--- config.mk ---
export PLATFORM = sky130hd
export DESIGN_NAME = regfile_wb_arbiter
export DESIGN_NICKNAME = d
export VERILOG_FILES = /design/src/rtl/regfile_wb_arbiter_pkg.sv /design/src/rtl/regfile_wb_arbiter_rr_arbiter.sv /design/src/rtl/regfile_wb_arbiter.sv
export SDC_FILE = /design/constraint.sdc
export NUM_CORES = 1
export LEC_CHECK = 0
export CORE_MARGIN = 1.5
export CORE_UTILIZATION = 45
export CTS_CLUSTER_DIAMETER = 50
export DETAILED_ROUTE_END_ITERATION = 16
export DONT_BUFFER_PORTS = 1
export PLACE_DENSITY_LB_ADDON = 0.1
export SLEW_MARGIN = 40
export SYNTH_ARGS = -nofsm -noshare
export SYNTH_HDL_FRONTEND = slang
export SYNTH_SLANG_ARGS = --single-unit
--- constraint.sdc ---
create_clock -name clk -period 1.8 [get_ports clk]
set_input_delay 0.18 -clock clk [delete_from_list [all_inputs] [get_ports clk]]
set_output_delay 0.18 -clock clk [all_outputs]
set_load 0.01 [all_outputs]
--- src/rtl/regfile_wb_arbiter_pkg.sv ---
// Shared types for the regfile writeback arbiter: register address, data word, request payload.
package regfile_wb_arbiter_pkg;

  typedef logic [4:0]  regaddr_t;
  typedef logic [31:0] size_t;

  localparam int REG_COUNT = 32;

  typedef struct packed {
    regaddr_t addr;
    size_t    data;
  } wb_req_t;

endpackage

--- src/rtl/regfile_wb_arbiter_rr_arbiter.sv ---
// One-hot grant selection for the writeback requesters.
// REGFILE_WB_RR_EN selects round-robin with a rotating pointer; otherwise fixed priority (index 0 wins).
module wb_rr_arbiter #(
  parameter int N = 2
) (
  input  logic [N-1:0]         valid,
`ifdef REGFILE_WB_RR_EN
  input  logic [$clog2(N)-1:0] ptr,
  output logic [$clog2(N)-1:0] next_ptr,
`endif
  output logic [N-1:0]         grant
);

`ifdef REGFILE_WB_RR_EN
  localparam int PW = $clog2(N);

  // Scan starting at ptr; the winner's successor becomes the new top priority.
  always_comb begin
    int   idx;
    logic found;
    grant    = '0;
    next_ptr = ptr;
    found    = 1'b0;
    idx      = 0;
    for (int i = 0; i < N; i++) begin
      idx = int'(ptr) + i;
      if (idx >= N) idx = idx - N;
      if (!found && valid[idx]) begin
        grant[idx] = 1'b1;
        found      = 1'b1;
        next_ptr   = (idx == N - 1) ? '0 : PW'(idx + 1);
      end
    end
  end
`else
  always_comb begin
    logic found;
    grant = '0;
    found = 1'b0;
    for (int i = 0; i < N; i++) begin
      if (!found && valid[i]) begin
        grant[i] = 1'b1;
        found    = 1'b1;
      end
    end
  end
`endif

endmodule

--- src/rtl/regfile_wb_arbiter.sv ---
// Writeback arbiter: serialises N_REQ sources onto the regfile write port and tracks pending writes.
// Optional macro REGFILE_WB_RR_EN enables round-robin arbitration (default: fixed priority).
module regfile_wb_arbiter
  import regfile_wb_arbiter_pkg::*;
#(
  parameter int N_REQ = 2
) (
  input  logic                   clk,
  input  logic                   reset_n_i,
  input  logic [N_REQ-1:0]       req_valid_i,
  output logic [N_REQ-1:0]       req_ready_o,
  input  regaddr_t [N_REQ-1:0]   req_addr_i,
  input  size_t    [N_REQ-1:0]   req_data_i,
  input  logic                   rsv_valid_i,
  input  regaddr_t               rsv_addr_i,
  input  regaddr_t               rd_addr_1_i,
  input  regaddr_t               rd_addr_2_i,
  output logic                   hazard_o,
  output logic [REG_COUNT-1:0]   pending_o,
  output logic                   wr_enable_o,
  output regaddr_t               wr_addr_o,
  output size_t                  wr_data_o
);

  // Handshake: a source raises valid with stable addr/data and holds it until the
  // cycle where ready is high; the transfer happens at that posedge (valid & ready).
  logic [N_REQ-1:0]     grant;
  logic                 accept;
  wb_req_t              sel;
  logic [REG_COUNT-1:0] pending_d;

`ifdef REGFILE_WB_RR_EN
  localparam int PW = $clog2(N_REQ);
  logic [PW-1:0] rr_ptr;
  logic [PW-1:0] rr_ptr_d;

  wb_rr_arbiter #(.N(N_REQ)) u_arb (
    .valid    (req_valid_i),
    .ptr      (rr_ptr),
    .next_ptr (rr_ptr_d),
    .grant    (grant)
  );

  always_ff @(posedge clk or negedge reset_n_i) begin
    if (!reset_n_i)  rr_ptr <= '0;
    else if (accept) rr_ptr <= rr_ptr_d;
  end
`else
  wb_rr_arbiter #(.N(N_REQ)) u_arb (
    .valid (req_valid_i),
    .grant (grant)
  );
`endif

  // No grants while reset is held, so nothing can be accepted at a reset edge.
  assign req_ready_o = grant & {N_REQ{reset_n_i}};
  assign accept      = |req_ready_o;

  always_comb begin
    sel = '0;
    for (int i = 0; i < N_REQ; i++) begin
      if (req_ready_o[i]) begin
        sel.addr = req_addr_i[i];
        sel.data = req_data_i[i];
      end
    end
  end

  // Writes to $zero complete the handshake but never reach the regfile.
  always_ff @(posedge clk or negedge reset_n_i) begin
    if (!reset_n_i) begin
      wr_enable_o <= 1'b0;
      wr_addr_o   <= '0;
      wr_data_o   <= '0;
    end else begin
      wr_enable_o <= accept && (sel.addr != '0);
      if (accept && (sel.addr != '0)) begin
        wr_addr_o <= sel.addr;
        wr_data_o <= sel.data;
      end
    end
  end

  // Set is applied after clear so a same-edge reserve of the committing register wins.
  always_comb begin
    pending_d = pending_o;
    if (wr_enable_o) pending_d[wr_addr_o] = 1'b0;
    if (rsv_valid_i) pending_d[rsv_addr_i] = 1'b1;
    pending_d[0] = 1'b0;
  end

  always_ff @(posedge clk or negedge reset_n_i) begin
    if (!reset_n_i) pending_o <= '0;
    else            pending_o <= pending_d;
  end

  assign hazard_o = pending_o[rd_addr_1_i] | pending_o[rd_addr_2_i] | pending_o[rsv_addr_i];

  // Re-reserving a pending register is only legal on the edge where it commits.
  a_no_double_rsv : assert property (@(posedge clk) disable iff (!reset_n_i)
    rsv_valid_i |-> (!pending_o[rsv_addr_i] || (wr_enable_o && (wr_addr_o == rsv_addr_i))));

endmodule
# Yosys cells after proc, flatten, opt, wreduce, memory -nomap -nowiden
# Index checks and enable logic that the tools add are counted.
# Widths: inputs -> output; s select.
[classes]
order_cmp = 6
mux = 16
n_bitwise = 6
n_reduce_logical = 7
[ops]
columns = ["cell", "count"]
rows = [
  ["$mux 37", 2],
  ["$mux 32", 2],
  ["$and 32x32->32", 1],
  ["$not 32->32", 1],
  ["$or 32x32->32", 1],
  ["$lt 5x6->1 const B", 4],
  ["$bmux 1 s5", 3],
  ["$demux 1 s5", 2],
  ["$ge 5x1->1 const B", 2],
  ["$mux 1", 7],
  ["$reduce_bool 5->1", 1],
  ["$logic_and 1x1->1", 4],
  ["$and 2x2->2", 1],
  ["$or 1x1->1", 2],
  ["$reduce_or 2->1", 1],
  ["$logic_not 1->1", 1],
]
[totals]
ff_bits = 69
in_bits = 94
out_inout_bits = 73
elab_cells = 39

# Logic depth before layout (Yosys ltp)
[depth]
depth_word = 9
ltp_mapped = 7
ltp_nobuf = 5

# By module
# A second synthesis with hierarchy kept.
[hier_totals]
cells_unflattened = 390
hier_area_um2 = 3769.9
[by_module_without_submodules]
columns = ["module", "instances", "cells_each", "area_per_inst_um2"]
rows = [
  ["regfile_wb_arbiter", 1, 388, 3748.6],
  ["wb_rr_arbiter", 1, 2, 21.3],
]

# Least setup slack after synthesis
# Ideal clock, no wire load.
[synth_timing]
path_type = "register to output"
from = "register pending_o[23]"
to = "output port hazard_o"
arrival_time_ps = 1460
required_time_ps = 1620
slack_ps = 160
path_stages_with_launch = 6
n_path_buf = 0
cell_sequence = "dfrtp_1 > mux4_2 > nand2b_1 > o311ai_2 > nor4_1 > nand3_1"
[synth_between]
elab_chain_len = 4
word_cells_on_any_way = 8
[synth_lines]
columns = ["item", "line_no", "rtl"]
rows = [
  ["start, declared", "regfile_wb_arbiter.sv:19", "output logic [REG_COUNT-1:0] pending_o,"],
  ["start signal, assigned", "regfile_wb_arbiter.sv:94", "else pending_o <= pending_d;"],
  ["$bmux 1 s5", "regfile_wb_arbiter.sv:97", "assign hazard_o = pending_o[rd_addr_1_i] | pending_o[rd_addr_2_i] | pending_o[rsv_addr_i];"],
  ["$mux 1 (not written as such)", "regfile_wb_arbiter.sv:97", ""],
  ["$or 1x1->1", "regfile_wb_arbiter.sv:97", ""],
  ["$or 1x1->1 *", "regfile_wb_arbiter.sv:97", ""],
  ["end, declared", "regfile_wb_arbiter.sv:18", "output logic hazard_o,"],
]
# Every way passes the cells marked *; elsewhere a longest branch is shown, timed or not. The select of a mux whose other input is x is not followed.

# Worst setup path in the final report
[layout_timing]
from = "register pending_o[27]"
to = "output port hazard_o"
# The elaborated chain is that of the path after synthesis.

==> impl_results.md <==
* Number of max-cap violations at 0
* Post-synth top flop: dfrtp_1
* Skew-Pair Late Insertion Delay at 0.34 ns
* Core ar. at 8678 µm²
* Yosys cell types at 45
* Startpoint Class: flip-flop
* Kind of critical path: flip-flop to output pin
* Final setup viols at 1
* Clock skew at 0.008506 ns
* CTS tree: built
* Cell family with most CP delay: multiplexers
* Finished Layout Cells at 533
* TritonCTS Sinks at 69
* Initial antenna violation count at 0
* Routability congestion estimate from global placement at 0.9023
* HPWL Detailed at 8.358 mm
* Share of layout cells above drive strength 1 at 29.95%
* Worst min-delay path category: input pin to flip-flop
* RSZ-0062 raised after global routing: true
* Grt total ovfl at 0
* Pwr/cell area at 1275 nW/µm²
* Failing checks: negative setup slack
* Outcome: complete, but fails checks
* Final wirelength at 11.42 mm
* Post-synth ARST share at 100.0%
* Final hold vios at 0
* Site row count at 34
* # port buffers at 0
* Via count of the first global-routing pass at 3,227
* Largest net degree at the start of global routing at 70
* M3 GR Usage at 5.827%
* Yosys warning total at 0
* Sequential share of the synthesized area at 43.14%
* Die ar. at 9469 µm²
* Peak supply drop at 0.4968 mV
* Synth Register Bits at 69
* CTS clock-pin slew for the worst setup and hold paths at 0.08 ns
* GRT Util Overall at 24.40%
* # IOs at 167
* Sequential cell area at 1728 µm²
* Global routing's busiest layer: met2
* Area growth syn-to-layout at 15.29%
* First-pass GRT wire length at 17.90 mm
* Clock Path Buffers at 2
* Buf/Inv on CP at 0
* Worst Path Required at 1.62 ns
* EDFF count, synth at 0
* Post-DRT Antenna Nets at 0
* Final Slew Violations at 0
* Placed Instances at 501
* Met2 Use GR at 40.40%
* Footprint of the multi-input gates at 2081 µm²
* Element type at the critical path end: output pin
* Fmax at 489.8 MHz
* Worst stage delay on the critical path at 0.51 ns
* Leakage at 1.756 nW
* Final Net Count at 513
* TritonCTS Buffers at 9
* Drt drc at 0
* CTS root buf: clkbuf_8
* Via count at 3,356
* Routed WL per cell at 21.42 µm
* Met1 usage at 30.69%
* Crit path time final at 2.042 ns
* Mapped Nets at 476
* Drt pass-1 iters at 6
* Cells traversed along the worst timing path: mux4_2 -> o2111ai_2 -> o31ai_1 -> nor3_1 -> nand3_1
* Cell area after synthesis at 4003 µm²
* Maximum fanout along the worst path at 4
* Most frequent cells in the layout: dfrtp_1, o21ai_0, buf_4
* Reg2reg setup slack at 0.35 ns
* Crit-path slowest cell: mux4_2
* Avg Cell Area, Syn at 10.48 µm²
* TNS Setup at -0.2416 ns
* Final period util at 113.4%
* Die width at 97.31 µm
* Most common cell after layout, fill and taps aside: dfrtp_1
* # fillers at 819
* Final worst slack at -0.2416 ns
* Initial DRC count at 236
* H-tree depth at 3
* Initial core utilization at 46.12%
* Chip Height at 97.31 µm
* Post-synthesis cell count at 382
* Drt via density at 6.296
* Data arrival time of the critical path at 1.86 ns
## cell usage after synthesis (all sizes together), types with 2 or more instances
cell type | instances | share of area, %
nor2 | 38 | 4.9
clkbuf | 8 | 0.75
nand3 | 15 | 1.9
mux4 | 13 | 7.6
a21oi | 32 | 6.5
mux2 | 5 | 1.4
nand3b | 5 | 0.94
o21ai | 70 | 8.8
nor2b | 3 | 0.47
buf | 16 | 3.8
a22oi | 37 | 6.9
nand2b | 5 | 0.78
dfrtp | 69 | 43
nand2 | 7 | 0.72
inv | 8 | 0.75
o22ai | 5 | 0.78
or3b | 3 | 0.66
and3 | 2 | 0.31
nor4 | 2 | 0.31
nor3 | 3 | 0.38
or3 | 2 | 0.31
or4 | 3 | 0.56
mux2i | 17 | 4.3
## routing by layer
metal	wire, µm	vias up
met5	0	-
met4	309	0
met3	944	26
met2	5619	178
met1	4546	1629
li1	-	1523
## through the flow
stage	hold WS [ns]	total power, mW	utilization, %	worst slack [ns]	area (µm²)
4_1_cts	0.0003145	5.886	52.93	-0.2472	4593
2_1_floorplan	-0.1156	3.579	-	0.1599	4003
3_5_place_dp	-0.1140	4.361	48.79	0.08618	4234
6_report	0.009090	5.881	53.17	-0.2416	4614
5_1_grt	0.003817	6.260	53.14	-0.3045	4612
3_3_place_gp	-0.1136	4.313	48.79	0.1344	4234
## sequential cells by signal, summed over array words and instances, names as in the netlist
register,cells
wr_data_o,32
pending_o,31
wr_enable_o,1
wr_addr_o,5
## kinds of logic after synthesis
kind of cell,Yosys count,share of synthesized area (%)
and+or+nand+nor,92,13.07
muxes,35,13.25
DFF,69,43.14
AOI/OAI and AO/OA,153,25.10
buffers and inverters,32,5.345
other,1,0.09369
## final timing paths
kind	from	end	cells after the start
max in group asynchronous	reset_n_i	pending_o[1]	2
worst min register to register	pending_o[20]	pending_o[20]	2
min in group asynchronous	reset_n_i	pending_o[17]	2
worst max-delay path	pending_o[27]	hazard_o	5
worst max register to register	wr_addr_o[1]	pending_o[5]	4
worst min-delay path	req_addr_i[7]	wr_addr_o[2]	2
## layout make-up
class                           count  area share, %
Clock inverter                      6          1.898
Clock buffer                       10          2.766
Sequential cell                    69          37.45
Inverter                            8         0.6508
Multi-Input combinational cell    281          45.09
Antenna cell                        1        0.05423
Timing Repair Buffer               50          9.165
Tap cell                          108          2.928
## repair_timing
item                                    4_1_cts  5_1_grt
buffers inserted                              6        2
hold buffers                                  7        0
endpoints found under the setup margin        1        1
gates resized for setup                       3        2
gates cloned                                  0        0
endpoints found under the hold margin        73        0
pin swaps                                     5        1
## worst register-to-register path: cells and delay by family (launching register included)
kind	cells	cell delay, ns
DFF	1	0.44
AOI/OAI and AO/OA	2	0.39
and+or+nand+nor	1	0.35
buffers and inverters	1	0.13
## where the power goes
group / switching [mW] / internal [mW] / leakage, nW
Sequential: 0.508 / 1.98 / 0.772
Clock: 0.604 / 0.781 / 0.110
Combinational: 0.978 / 1.04 / 0.874
Total: 2.09 / 3.79 / 1.76
Note: power is estimated with default switching activity, not from simulation.
